===== src/rtl/sh_sequencer.sv =====
`timescale 1ns/1ps
// sh_sequencer
// -----------------------------------------------------------------------------
// Initiator-side controller for the sample_hold interface. A conversion has
// three steps:
//   1. Drive sample_en high for T = max(track_cycles,1) cycles (track).
//   2. Hold it low while the held outputs settle.
//   3. Capture sh_vout_p - sh_vout_n as a signed (DATA_W+1)-bit value.
// The captured value is presented on a valid/ready stream toward the
// quantizer. In continuous mode the next track window opens on the
// handshake edge itself, with no idle cycle in between.
//
// Ports:
//   clk, reset       clock, asynchronous active-high reset
//   enable           block enable; low forces IDLE and drops any pending result
//   start            single-shot conversion request
//   cont_mode        back-to-back conversions while set
//   track_cycles     track window length (0 behaves as 1)
//   settle_cycles    settle window length (values below 2 behave as 2)
//   sample_en        to the S/H; high = track
//   sh_vout_p/_n     held differential outputs from the S/H
//   result_data      signed sh_vout_p - sh_vout_n, stable while valid
//   result_valid     result available
//   result_ready     downstream accepts the result
//   busy             high in any state other than IDLE
//   overrun_cnt      saturating count of start requests seen while busy
// -----------------------------------------------------------------------------
module sh_sequencer #(
  parameter int DATA_W = 16,
  parameter int CNT_W  = 8
) (
  input  logic              clk,
  input  logic              reset,
  input  logic              enable,
  input  logic              start,
  input  logic              cont_mode,
  input  logic [CNT_W-1:0]  track_cycles,
  input  logic [3:0]        settle_cycles,
  output logic              sample_en,
  input  logic [DATA_W-1:0] sh_vout_p,
  input  logic [DATA_W-1:0] sh_vout_n,
  output logic [DATA_W:0]   result_data,
  output logic              result_valid,
  input  logic              result_ready,
  output logic              busy,
  output logic [CNT_W-1:0]  overrun_cnt
);

  typedef enum logic [1:0] {IDLE, TRACK, SETTLE, OUT} state_t;

  state_t            r_state;
  logic [CNT_W-1:0]  r_cnt;
  logic [3:0]        r_settle;
  logic              r_sampleEn;
  logic [DATA_W:0]   r_resultData;
  logic              r_resultValid;
  logic              r_busy;
  logic [CNT_W-1:0]  r_overrun;

  logic [CNT_W-1:0]  w_trackLoad;
  logic [3:0]        w_settleLoad;
  logic [DATA_W:0]   w_diff;
  logic              w_handshake;

  // The down-counter runs from T-1 to 0 during track, so the load value is
  // the clamped length minus one (a zero request collapses to a single cycle).
  assign w_trackLoad  = (track_cycles == '0) ? '0 : track_cycles - CNT_W'(1);
  assign w_settleLoad = (settle_cycles < 4'd2) ? 4'd2 : settle_cycles;
  // Zero-extension of both operands makes the wrap-around difference the
  // exact two's-complement result; the full range fits in DATA_W+1 bits.
  assign w_diff       = {1'b0, sh_vout_p} - {1'b0, sh_vout_n};
  assign w_handshake  = r_resultValid && result_ready;

  // Conversion FSM.
  // Window lengths are latched on every transition into TRACK, so any
  // mid-conversion change to track_cycles/settle_cycles waits for the next one.
  // The settle counter is loaded with S and captures when it reaches zero,
  // which places the capture edge S+1 edges after track ends.
  // Overrun counting is independent of enable so that it only ever reflects
  // requests that arrived while a conversion was in flight.
  always_ff @(posedge clk or posedge reset) begin
    if (reset) begin
      r_state       <= IDLE;
      r_cnt         <= '0;
      r_settle      <= 4'd2;
      r_sampleEn    <= 1'b0;
      r_resultData  <= '0;
      r_resultValid <= 1'b0;
      r_busy        <= 1'b0;
      r_overrun     <= '0;
    end else begin
      if (start && (r_state != IDLE) && (r_overrun != '1))
        r_overrun <= r_overrun + CNT_W'(1);

      if (!enable) begin
        r_state       <= IDLE;
        r_sampleEn    <= 1'b0;
        r_resultValid <= 1'b0;
        r_busy        <= 1'b0;
      end else begin
        case (r_state)
          IDLE: begin
            if (start || cont_mode) begin
              r_state    <= TRACK;
              r_sampleEn <= 1'b1;
              r_busy     <= 1'b1;
              r_cnt      <= w_trackLoad;
              r_settle   <= w_settleLoad;
            end
          end
          TRACK: begin
            if (r_cnt == '0) begin
              r_state    <= SETTLE;
              r_sampleEn <= 1'b0;
              r_cnt      <= CNT_W'(r_settle);
            end else begin
              r_cnt <= r_cnt - CNT_W'(1);
            end
          end
          SETTLE: begin
            if (r_cnt == '0) begin
              r_state       <= OUT;
              r_resultData  <= w_diff;
              r_resultValid <= 1'b1;
            end else begin
              r_cnt <= r_cnt - CNT_W'(1);
            end
          end
          OUT: begin
            if (w_handshake) begin
              r_resultValid <= 1'b0;
              if (cont_mode) begin
                r_state    <= TRACK;
                r_sampleEn <= 1'b1;
                r_cnt      <= w_trackLoad;
                r_settle   <= w_settleLoad;
              end else begin
                r_state <= IDLE;
                r_busy  <= 1'b0;
              end
            end
          end
          default: begin
            r_state    <= IDLE;
            r_sampleEn <= 1'b0;
            r_busy     <= 1'b0;
          end
        endcase
      end
    end
  end

  assign sample_en    = r_sampleEn;
  assign result_data  = r_resultData;
  assign result_valid = r_resultValid;
  assign busy         = r_busy;
  assign overrun_cnt  = r_overrun;

endmodule

===== config.mk =====
export PLATFORM = sky130hd
export DESIGN_NAME = sh_sequencer
export DESIGN_NICKNAME = d
export VERILOG_FILES = /design/src/rtl/sh_sequencer.sv
export SDC_FILE = /design/constraint.sdc
export NUM_CORES = 1
export LEC_CHECK = 0
export BUFFER_PORTS_ARGS = -buffer_cell sky130_fd_sc_hd__buf_2
export CORE_MARGIN = 1
export CORE_UTILIZATION = 31
export CTS_CLUSTER_DIAMETER = 100
export DETAILED_ROUTE_END_ITERATION = 10
export PLACE_DENSITY_LB_ADDON = 0.05
export SLEW_MARGIN = 20
export SYNTH_ARGS = -nofsm -noshare
export SYNTH_HDL_FRONTEND = slang
export SYNTH_SLANG_ARGS = --single-unit

===== constraint.sdc =====
create_clock -name clk -period 3.1 [get_ports clk]
set_clock_uncertainty 0.15 [all_clocks]
set_input_delay 0.155 -clock clk [delete_from_list [all_inputs] [get_ports clk]]
set_output_delay 0.155 -clock clk [all_outputs]
set_load 0.01 [all_outputs]

==> results.md <==
* Fmax at 370 MHz
* Core Box Area at 8890 um2
* Layout area overhead at 23.3%
* Mapped Nets at 411
* Clock transition at path regs at 0.08 ns
* Routed WL at 6.77 mm
* Largest net degree at the start of global routing at 30
* R2r startpoint: r_state[0]
* CTS tree: yes
* Max-cap violations at 0
* Cts repair resizes at 0
* Required time of the worst setup path at 3.17 ns
* Area leader, netlist: dfrtp_1
* Initial core utilization at 32.6%
* Minimum clock period at 2.70 ns
* Ant. Diodes at 0
* Syn. warnings at 0
* Nets at 497
* Yosys top cell area share at 35.4%
* Global-route wire length before repair at 11.7 mm
* Syn Area/Cell at 8.68 um2
* CP endpoint kind: flip-flop
* Crit-path max FO at 7
* # rows at 34
* Clock Tree Buf Depth at 2
* Tot GR Track Use at 14.9%
* Routed WL per cell at 12.8 um
* Grt total ovfl at 0
* Vias in the first global route at 2526
* # port buffers at 77
* Period Utilization, post-route at 87.1%
* Unrepaired setup endpoints after global routing: false
* Mapped cell area at 2900 um2
* Clock root cell: clkbuf_8
* Hold path startpoint: sh_vout_n[0]
* Ranking of synthesized cells by area: dfrtp_1 35%, ha_1 11%, o21ai_0 6.6%
* Via count at 2542
* Post-synth EDFFs at 0
* Post-synthesis sequential area ratio at 36.3%
* Final hold violation count at 0
* Tightest Pin Transition at 0.674 ns
* Die width at 98.7 um
* DPL Wire Length at 5.24 mm
* Synth async-reset ratio at 100%
* Clock power share at 18.1%
* Final core utilization at 40.2%
* Worst skew pair latency at 0.29 ns
* Sw Share at 39.0%
* WP data arrival at 2.76 ns
* Number of DRC markers in iteration 0 at 52
* Worst setup SP type: flip-flop
* I/O pin total at 78
* Final slew viol count at 0
* Outcome: complete, no violations
* Setup tns final at 0 ns
* Logic pwr share at 43.7%
* Die height at 98.7 um
* Psw at 944 uW
* Syn Inst Count at 334
* Most frequent cell after synthesis: dfrtp_1
* Reg2reg end: r_settle[0]
* Final setup viols at 0
* List of most frequent post-synthesis cells: 41 x dfrtp_1, 38 x o21ai_0, 34 x inv_1, 33 x nand2_1
* # hold bufs at CTS at 5
* Share of layout cells above drive strength 1 at 23.3%
* P_int at 1480 uW
* CTS Buf Count at 5
* Routed Antenna Nets at 0
* Initial antenna violation count at 0
* Post-route DRC violation count at 0
* Pwr Density at 677 nW/um2
* Static leakage at 0.00182 uW
* Setup bufs post-CTS at 0
* Final Wtd Congestion at 0.795
* Max IR drop VDD at 0.000236 V
* Worst hold path type: in -> reg
* Clock sinks at 42
* DR vias/cell at 4.81
* R2R cell count at 10
* Worst relative slew slack at 54.8%
* Ys flop type: dfrtp_1
* FF+latch count, synth at 42
* Die area at 9740 um2
* R2R Setup Slk at 0.40 ns
* CP Class: reg -> reg
* Cell variety after synth at 49
* DR pass1 iterations at 4
* WHS Endpoint: result_data[0]
* Hold path depth at 3
* Reg power frac at 38.2%
* H-tree levels at 2
==> kinds of logic (layout without fill, tap and decap cells) <==
logic type      Yosys count  in the layout  share of synthesized area [%]
buf+inv                  41            128                           5.61
fa+ha+maj                27             27                           11.9
compound gates           99             99                           21.7
mux                       3              3                           1.17
flops                    42             42                           36.3
simple gates             97             97                           15.8
xor+xnor                 25             25                           7.55
==> power by group through the flow <==
| stage | registers, uW | clock network (uW) | logic [uW] |
|---|---|---|---|
| 6_report | 925 | 437 | 1060 |
| 5_1_grt | 958 | 473 | 1210 |
| 4_1_cts | 928 | 456 | 1070 |
| 3_5_place_dp | 937 | 0 | 1060 |
| 3_3_place_gp | 934 | 0 | 1060 |
| 2_1_floorplan | 953 | 0 | 689 |
==> routing by layer <==
layer	vias to the layer above	GRT usage, %	wire (um)
li1	1330	-	-
met3	4	2.41	175
met1	1167	18.7	3210
met4	0	4.94	76
met2	41	25.9	3310
met5	-	0	0
==> critical path, stage by stage, from the launching register on <==
cell,delay (ns)
dfrtp_1,0.40
inv_1,0.11
ha_1,0.28
nor3b_1,0.16
a21oi_1,0.31
nand2_1,0.14
a21oi_1,0.14
buf_4,0.17
o311ai_0,0.12
dlygate4sd3_1,0.58
o21ai_0,0.07
==> flip-flops by register name (all words and copies together), names as in the netlist <==
register,count
busy,1
overrun_cnt,8
r_cnt,8
r_settle,4
r_state,2
result_data,17
result_valid,1
sample_en,1
==> worst max path at each step <==
stage | start | end | slack (ns) | cells past startpoint
after global placement | r_state[0] | r_cnt[4] | 0.68 | 9
after CTS | r_state[0] | r_settle[0] | 0.42 | 10
after detailed placement | sh_vout_n[1] | result_data[15] | 0.67 | 11
final | r_state[0] | r_settle[0] | 0.40 | 10
after floorplan | r_state[0] | r_cnt[1] | 0.91 | 10
after global routing | r_state[0] | r_settle[0] | 0.13 | 10
==> placed cells by master, fill, tap and decap left out, types with 2 or more instances in the layout <==
cell	synthesis	layout
buf_2	4	77
dfrtp_1	41	41
o21ai_0	38	38
nand2_1	33	33
inv_1	34	33
nor2_1	26	26
ha_1	26	26
a21oi_1	22	22
xor2_1	14	14
xnor2_1	11	11
nor3_1	7	7
nand3_1	6	6
a21o_1	6	6
a22o_1	6	6
nor2b_1	5	5
nand2b_1	5	5
clkbuf_8	0	5
dlygate4sd3_1	0	5
and3_1	4	4
o22ai_1	4	4
buf_4	1	4
o21a_1	3	3
nor3b_1	3	3
mux2_2	3	3
nand4_1	2	2
a31oi_1	2	2
o211ai_1	2	2
nand3b_1	2	2
==> layout make-up <==
class	count	area, um2
Clock inverter	2	37.5
Inverter	34	128
Clock buffer	6	72.6
Multi-Input combinational cell	251	1680
Timing Repair Buffer	86	465
Sequential cell	42	1050
Fill cell	938	5320
Tap cell	108	135
==> metrics by stage <==
| stage | std cells | cell area, um2 | hold slack [ns] | setup WS (ns) | power [uW] |
|---|---|---|---|---|---|
| 2_1_floorplan | 334 | 2900 | 0.156 | 0.905 | 1640 |
| 5_1_grt | 529 | 3570 | 0.0440 | 0.132 | 2650 |
| 4_1_cts | 529 | 3570 | 0.00604 | 0.416 | 2450 |
| 3_5_place_dp | 516 | 3410 | 0.0599 | 0.675 | 1990 |
| 3_3_place_gp | 516 | 3410 | 0.0522 | 0.683 | 1990 |
| 6_report | 529 | 3570 | 0.0138 | 0.401 | 2420 |
Note: power is estimated with default switching activity, not from simulation.
